File: src/rtl/soc_pkg.sv
// Shared SoC constants: memory widths, requester port ids and lock state encoding.
package soc_pkg;

  localparam int DMEM_WIDTH_DEF = 9;
  localparam int PMEM_WIDTH_DEF = 10;

  localparam logic PORT_CPU = 1'b0;
  localparam logic PORT_DBG = 1'b1;

  typedef enum logic {
    LOCK_IDLE = 1'b0,
    LOCK_HELD = 1'b1
  } lock_state_e;

endpackage

File: src/rtl/dmem_arbiter_rr_arb2.sv
// Two-way round-robin picker with lock override; purely combinational, one-hot grant.
// A requesting lock owner always wins; otherwise a lone requester wins, and on contention the port not granted last wins.
module rr_arb2
  import soc_pkg::*;
(
  input  logic [1:0] i_req,
  input  logic       i_lock_vld,
  input  logic       i_lock_owner,
  input  logic       i_last_gnt,
  output logic [1:0] o_gnt
);

  logic w_other;

  assign w_other = (i_last_gnt == PORT_CPU) ? PORT_DBG : PORT_CPU;

  always_comb begin
    o_gnt = 2'b00;
    if (i_lock_vld && i_req[i_lock_owner]) begin
      o_gnt[i_lock_owner] = 1'b1;
    end else if (i_req == 2'b11) begin
      o_gnt[w_other] = 1'b1;
    end else begin
      o_gnt = i_req;
    end
  end

endmodule

File: src/rtl/dmem_arbiter.sv
// Shares the single-port data RAM between CPU and debug ports; grant is same-cycle, read data returns 2 cycles after grant.
// Requesters hold their request until granted; one RAM access per cycle, bursts bounded by LOCK_MAX.
module dmem_arbiter
  import soc_pkg::*;
#(
  parameter int DMEM_WIDTH = DMEM_WIDTH_DEF,
  parameter int LOCK_MAX   = 8
) (
  input  logic                  i_clk,
  input  logic                  i_rst_n,
  input  logic                  i_req0,
  input  logic                  i_req1,
  input  logic                  i_we0,
  input  logic                  i_we1,
  input  logic                  i_lock0,
  input  logic                  i_lock1,
  input  logic [DMEM_WIDTH-1:0] i_a0,
  input  logic [DMEM_WIDTH-1:0] i_a1,
  input  logic [7:0]            i_wd0,
  input  logic [7:0]            i_wd1,
  output logic                  o_gnt0,
  output logic                  o_gnt1,
  output logic                  o_rvalid0,
  output logic                  o_rvalid1,
  output logic [7:0]            o_rdata,
  output logic                  o_dmem_re,
  output logic                  o_dmem_we,
  output logic [DMEM_WIDTH-1:0] o_dmem_a,
  output logic [7:0]            o_dmem_di,
  input  logic [7:0]            i_dmem_do
);

  localparam logic [7:0] LOCK_MAX_C = 8'(LOCK_MAX);

  lock_state_e           r_lock_state, w_lock_state_nxt;
  logic                  r_lock_owner, w_lock_owner_nxt;
  logic [7:0]            r_lock_cnt, w_lock_cnt_nxt;
  logic                  r_last_gnt;

  logic [1:0]            w_req, w_lock, w_arb_gnt, w_gnt;
  logic                  w_gnt_vld, w_gnt_port, w_gnt_we;
  logic [DMEM_WIDTH-1:0] w_gnt_a;
  logic [7:0]            w_gnt_wd;
  logic [7:0]            w_cnt_inc;

  logic                  r_dmem_re, r_dmem_we, r_tag;
  logic [DMEM_WIDTH-1:0] r_dmem_a;
  logic [7:0]            r_dmem_di;
  logic                  r_rvalid0, r_rvalid1;

  assign w_req  = {i_req1, i_lock1 & 1'b0 | i_req1 & 1'b0 | i_req0 & 1'b0 | 1'b0} | {1'b0, i_req0};
  assign w_lock = {i_lock1, i_lock0};

  rr_arb2 u_rr_arb2 (
    .i_req        (w_req),
    .i_lock_vld   (r_lock_state == LOCK_HELD),
    .i_lock_owner (r_lock_owner),
    .i_last_gnt   (r_last_gnt),
    .o_gnt        (w_arb_gnt)
  );

  // No grant may be issued while reset is asserted.
  assign w_gnt      = w_arb_gnt & {2{i_rst_n}};
  assign w_gnt_vld  = |w_gnt;
  assign w_gnt_port = w_gnt[1];
  assign w_gnt_we   = w_gnt_port ? i_we1 : i_we0;
  assign w_gnt_a    = w_gnt_port ? i_a1  : i_a0;
  assign w_gnt_wd   = w_gnt_port ? i_wd1 : i_wd0;
  assign w_cnt_inc  = r_lock_cnt + 8'd1;

  always_comb begin
    w_lock_state_nxt = r_lock_state;
    w_lock_owner_nxt = r_lock_owner;
    w_lock_cnt_nxt   = r_lock_cnt;
    if (r_lock_state == LOCK_HELD && w_req[r_lock_owner]) begin
      if (w_gnt_vld) begin
        if (!w_lock[r_lock_owner] || w_cnt_inc == LOCK_MAX_C) begin
          w_lock_state_nxt = LOCK_IDLE;
          w_lock_cnt_nxt   = 8'd0;
        end else begin
          w_lock_cnt_nxt   = w_cnt_inc;
        end
      end
    end else begin
      // Unlocked, or the owner dropped its request: a fresh grant may start a new lock.
      w_lock_state_nxt = LOCK_IDLE;
      w_lock_cnt_nxt   = 8'd0;
      if (w_gnt_vld && w_lock[w_gnt_port] && LOCK_MAX_C != 8'd1) begin
        w_lock_state_nxt = LOCK_HELD;
        w_lock_owner_nxt = w_gnt_port;
        w_lock_cnt_nxt   = 8'd1;
      end
    end
  end

  always_ff @(posedge i_clk) begin
    if (!i_rst_n) begin
      r_lock_state <= LOCK_IDLE;
      r_lock_owner <= PORT_CPU;
      r_lock_cnt   <= 8'd0;
      r_last_gnt   <= PORT_DBG;
    end else begin
      r_lock_state <= w_lock_state_nxt;
      r_lock_owner <= w_lock_owner_nxt;
      r_lock_cnt   <= w_lock_cnt_nxt;
      if (w_gnt_vld) begin
        r_last_gnt <= w_gnt_port;
      end
    end
  end

  always_ff @(posedge i_clk) begin
    if (!i_rst_n) begin
      r_dmem_re <= 1'b0;
      r_dmem_we <= 1'b0;
      r_dmem_a  <= '0;
      r_dmem_di <= 8'd0;
      r_tag     <= PORT_CPU;
      r_rvalid0 <= 1'b0;
      r_rvalid1 <= 1'b0;
    end else begin
      r_dmem_re <= w_gnt_vld & ~w_gnt_we;
      r_dmem_we <= w_gnt_vld & w_gnt_we;
      if (w_gnt_vld) begin
        r_dmem_a  <= w_gnt_a;
        r_dmem_di <= w_gnt_wd;
        r_tag     <= w_gnt_port;
      end
      r_rvalid0 <= r_dmem_re & (r_tag == PORT_CPU);
      r_rvalid1 <= r_dmem_re & (r_tag == PORT_DBG);
    end
  end

  assign o_gnt0    = w_gnt[0];
  assign o_gnt1    = w_gnt[1];
  assign o_rvalid0 = r_rvalid0;
  assign o_rvalid1 = r_rvalid1;
  assign o_rdata   = i_dmem_do;
  assign o_dmem_re = r_dmem_re;
  assign o_dmem_we = r_dmem_we;
  assign o_dmem_a  = r_dmem_a;
  assign o_dmem_di = r_dmem_di;

endmodule

File: config.mk
export PLATFORM = sky130hd
export DESIGN_NAME = dmem_arbiter
export DESIGN_NICKNAME = d
export VERILOG_FILES = /design/src/rtl/soc_pkg.sv /design/src/rtl/dmem_arbiter_rr_arb2.sv /design/src/rtl/dmem_arbiter.sv
export SDC_FILE = /design/constraint.sdc
export NUM_CORES = 1
export LEC_CHECK = 0
export CAP_MARGIN = 25
export CORE_MARGIN = 1.5
export CORE_UTILIZATION = 42
export CTS_BUF_LIST = sky130_fd_sc_hd__clkbuf_4
export CTS_CLUSTER_DIAMETER = 200
export DETAILED_ROUTE_END_ITERATION = 12
export PLACE_DENSITY = 0.81
export REMOVE_ABC_BUFFERS = 1
export SLEW_MARGIN = 0
export SYNTH_ARGS = -nofsm -noshare
export SYNTH_HDL_FRONTEND = slang
export SYNTH_SLANG_ARGS = --single-unit
File: constraint.sdc
create_clock -name i_clk -period 2.55 [get_ports i_clk]
set_clock_uncertainty 0.15 [all_clocks]
set_input_delay 0.3825 -clock i_clk [delete_from_list [all_inputs] [get_ports i_clk]]
set_output_delay 0.3825 -clock i_clk [all_outputs]
set_load 0.05 [all_outputs]
Word level (Yosys, flattened, before mapping)
Index checks and enable logic that the tools add are counted.

Add/sub/neg operators: 1. Multiply operators: 0. Divide/modulo/power cells: 0. Order comparisons: 5. Equality and inequality tests: 4. Shift-type cells: 0. Mux-type cells: 24. Bitwise operators: 9. Reduce and logical (&&, ||, !) cells: 9.

Operators by type and width (number): $mux 8 (4); $mux 1 (15); $mux 9 (1); $add 8x1->8 const B (1); $eq 8x4->1 const B (1); $lt 1x2->1 const B (3); $and 1x1->1 (4); $logic_and 1x1->1 (4); $mux 2 (2); $reduce_and 2->1 (2); $not 1->1 (3); $and 2x2->2 (1); $demux 1 s1 (2); $eq 2x2->1 const B (1); $ge 1x1->1 const B (2); $ne 2x1->1 const B (1); $ne 2x2->1 const B (1); $or 2x1->2 (1); $reduce_or 2->1 (1); $logic_not 1->1 (1); $logic_or 1x1->1 (1).

Register bits: 33. Bits in latches: 0. RAM bits: 0. Memory bits (read-only): 0. Bits of input ports: 50. Output and inout bits: 31. Logic and storage cells: 63. Memories: 0.

Depth between registers and ports, before layout
Word-level depth: 13. Mapped depth: 7. Depth with buffers taken out: 5.

Cells and area by module
Synthesis repeated with hierarchy kept, for this count alone.

Cells, all modules: 209. Area total of the unflattened synthesis: 1691.6 µm².

By module, submodules not included: dmem_arbiter (instances 1, cells an instance 204, area an instance 1661.6 µm²); rr_arb2 (instances 1, cells an instance 5, area an instance 30.0 µm²).

Worst setup path before layout
Ideal clock, no wire load.

Path kind: register to output. From: register r_lock_state. To: output port o_gnt0. Arrival time: 1.485 ns. Data required time: 2.017 ns. Setup slack: 0.532 ns. Cell stages (with the launch flop): 6. Buffers on the path: 2. Cell sequence: dfxtp_1 -> buf_2 -> nor2b_1 -> o31ai_2 -> buf_2 -> nor2_1.

Longest elaborated chain between the ends: 3.

Ends and longest elaborated chain: start, declared (RTL line dmem_arbiter.sv:35) `lock_state_e r_lock_state, w_lock_state_nxt;`; start signal, assigned (RTL line dmem_arbiter.sv:103) `r_lock_state <= w_lock_state_nxt;`; $logic_and 1x1->1 (RTL line dmem_arbiter_rr_arb2.sv:19) `if (i_lock_vld && i_req[i_lock_owner]) begin`; $mux 2 (RTL line dmem_arbiter_rr_arb2.sv:19); $and 2x2->2 (RTL line dmem_arbiter.sv:63) `assign w_gnt = w_arb_gnt & {2{i_rst_n}};`; end, declared (RTL line dmem_arbiter.sv:21) `output logic o_gnt0,`.

No other way between the ends.

Worst setup path in the final report
From: input port i_req0. To: output port o_gnt1.

Longest elaborated chain between the ends: 6. Elaborated cells on any way between the ends: 8.

Ends and longest elaborated chain: start, declared (RTL line dmem_arbiter.sv:11) `input logic i_req0,`; $or 2x1->2 * (RTL line dmem_arbiter.sv:51) `assign w_req = {i_req1, i_lock1 & 1'b0 | i_req1 & 1'b0 | i_req0 & 1'b0 | 1'b0} | {1'b0, i_req0};`; $mux 1 (implied by the code) (2 in series) (RTL line dmem_arbiter_rr_arb2.sv:19); $logic_and 1x1->1 (RTL line dmem_arbiter_rr_arb2.sv:19); $mux 2 * (RTL line dmem_arbiter_rr_arb2.sv:19); $and 2x2->2 * (RTL line dmem_arbiter.sv:63); end, declared (RTL line dmem_arbiter.sv:22) `output logic o_gnt1,`.

Every way passes the cells marked *; elsewhere a longest branch is shown, timed or not. The select of a mux whose other input is x is not followed.

==> metrics.md <==
| Metric | Value |
|---|---|
| Status | `finished clean` |
| Layout area overhead | `41.7%` |
| CTS tree | `built` |
| Global-route wire length before repair | `6.88 mm` |
| Hold-fix buffers, CTS | `0` |
| IO Pins | `81` |
| Routed WL per cell | `13.2 um` |
| Leak Pwr | `0.863 nW` |
| Peak supply drop | `0.340 mV` |
| Synthesized instance count | `195` |
| Met1 Track Usage GR | `24.3%` |
| Max cap viols | `0` |
| # DRC | `0` |
| Met2 usage | `32.7%` |
| P per Cell Area | `517 nW/um2` |
| Startpoint types | `input pin` |
| Met3 Use GR | `10.6%` |
| Setup Viol. Count Final | `0` |
| Number of DRC markers in iteration 0 | `46` |
| H-tree Lvls | `2` |
| DRT Wirelength | `4.01 mm` |
| Worst Hold Class | `flop to flop` |
| Detail Route Antenna Nets | `0` |
| Die height | `66.0 um` |
| WP data arrival | `1820 ps` |
| Synth Area per Inst | `8.55 um2` |
| Post-synthesis sequential area ratio | `39.6%` |
| Worst slew pin tran | `577 ps` |
| Dominant synthesized flop cell | `dfxtp_1` |
| Count of final hold-check violations | `0` |
| CP Class | `input pin to output pin` |
| Fmax | `425 MHz` |
| Via count | `1593` |
| Vias in the first global route | `1547` |
| Final Cell Area | `2360 um2` |
| Synth warnings | `0` |
| Slew Limit Fails | `0` |
| DP Area | `2310 um2` |
| CP delay by family, top | `buffers and inverters` |
| Cell Area, Synth | `1670 um2` |
| Post-layout nets | `305` |
| Clk buf depth | `2` |
| GRT Resource Usage Total | `20.7%` |
| #FFs+latches synth | `33` |
| Critical Path RT | `2020 ps` |
| ANT cells | `0` |
| Post-CTS Setup Inserts | `0` |
| Post-layout util | `63.1%` |
| Buffer and inverter count on the worst path | `4` |
| Clock-pin slew on the worst setup and hold paths | `100 ps` |
| Setup TNS | `0 ps` |
| Post_cts resized | `0` |
| CP peak stage delay | `610 ps` |
| Crit end category | `output pin` |
| Clock root cell | `clkbuf_4` |
| Largest net degree at the start of global routing | `38` |
| Gpl congestion | `0.792` |
| Cell Rows | `22` |
| Async set or reset register ratio after synthesis | `0%` |
| Relative slew slack | `61.1%` |
| TritonCTS Sinks | `33` |
| GR peak layer | `met2` |
| Initial antenna violation count | `0` |
| Die area | `4350 um2` |
| Slowest CP cell | `clkdlybuf4s50_1` |
| Count of input and output buffers | `64` |
| Library cells used by synthesis | `41` |
| Width of the die | `66.0 um` |
| Critical path peak fanout | `6` |
| Final period util | `92.2%` |
| Remaining global-route overflow | `0` |
| Skew-Pair Late Insertion Delay | `330 ps` |
| Router iterations before antenna repair | `4` |
| RSZ-0062 raised after global routing | `no` |
| Core area | `3740 um2` |
| Post-synth EDFFs | `0` |
| Initial core utilization | `44.5%` |
| Minimum clock period | `2350 ps` |
| Share of cells above drive strength 1 | `12.2%` |
| Detailed Place HPWL | `2.89 mm` |
| Via density | `5.26` |
| CP cell instances | `clkdlybuf4s50_1 > inv_2 > o311ai_1 > inv_1 > buf_4` |
| Number of buffers created by CTS | `5` |
-- per-layer routing --
layer / vias up / share of wire, %
met1: 728 / 43
met2: 67 / 45
li1: 792 / -
met4: 0 / 1.3
met3: 6 / 10
met5: - / 0
-- kinds of logic (layout without fill, tap and decap cells) --
group                      count (synthesis)  after routing  share of synthesized area [%]
and+or+nand+nor                           90             90                           22.5
AOI/OAI and AO/OA                         38             38                           24.2
DFF                                       33             33                           39.6
buffers and inverters                     26             86                           9.01
xor gates and xnor gates                   5              5                           2.63
muxes                                      2              2                           1.28
adders and majority gates                  1              1                          0.751
-- final cells by class --
type | instances | area [um2]
fill | 333 | 1380
multi-input combinational | 136 | 856
timing repair buffer | 70 | 706
sequential | 33 | 661
tap | 48 | 60.1
clock buffer | 5 | 37.5
inverter | 8 | 30.0
clock inverter | 3 | 12.5
-- placed cells by master, fill, tap and decap left out, types with 2 or more instances in the layout --
master and n:
clkdlybuf4s50_1 62, nand2_1 43, dfxtp_1 33, nor2_1 32, a311oi_2 11, inv_1 7
a311oi_1 6, buf_4 6, nand3_1 5, clkbuf_4 5, a211oi_1 4, a21oi_1 3
xnor2_1 3, o31a_1 2, nand3b_1 2, xor2_1 2, clkinv_1 2, buf_12 2
-- Yosys cell counts (2+ instances only) --
master | count | area [um2]
a211oi_1 | 4 | 30.0
a21oi_1 | 3 | 15.0
a311oi_1 | 6 | 52.6
a311oi_2 | 11 | 165
buf_2 | 6 | 30.0
buf_4 | 8 | 60.1
buf_6 | 2 | 22.5
clkbuf_1 | 2 | 7.51
dfxtp_1 | 33 | 661
inv_1 | 7 | 26.3
nand2_1 | 43 | 161
nand3_1 | 5 | 25.0
nand3b_1 | 2 | 15.0
nor2_1 | 32 | 120
o31a_1 | 2 | 17.5
xnor2_1 | 3 | 26.3
xor2_1 | 2 | 17.5
-- path summary, 6_finish.rpt --
check	slack, ps	end	cells past startpoint	start
max	200	o_gnt1	5	i_req0
max reg2reg	520	r_lock_cnt[5]	5	r_lock_cnt[0]
min reg2reg	300	o_rvalid0	1	r_tag
min	300	o_rvalid0	1	r_tag
-- state kept, by name, indices dropped and copies added, names as in the netlist --
register	cells
o_dmem_a	9
o_dmem_di	8
o_dmem_re	1
o_dmem_we	1
o_rvalid0	1
o_rvalid1	1
r_last_gnt	1
r_lock_cnt	8
r_lock_owner	1
r_lock_state	1
r_tag	1
-- through the flow --
stage	cells	worst slack, ps	total power, mW	hold slack [ps]
after global placement	295	204	0.955	285
final	303	198	1.22	301
after global routing	303	113	1.29	336
after detailed placement	295	205	0.959	293
after floorplan	177	196	0.792	252
after CTS	303	200	1.23	308
-- power by group --
group	leakage [nW]	internal, mW	switching, mW
sequential	0.272	0.549	0.0225
clock	0.0300	0.0996	0.173
combinational	0.561	0.163	0.214
total	0.863	0.812	0.409
(Power assumes the default switching activity.)
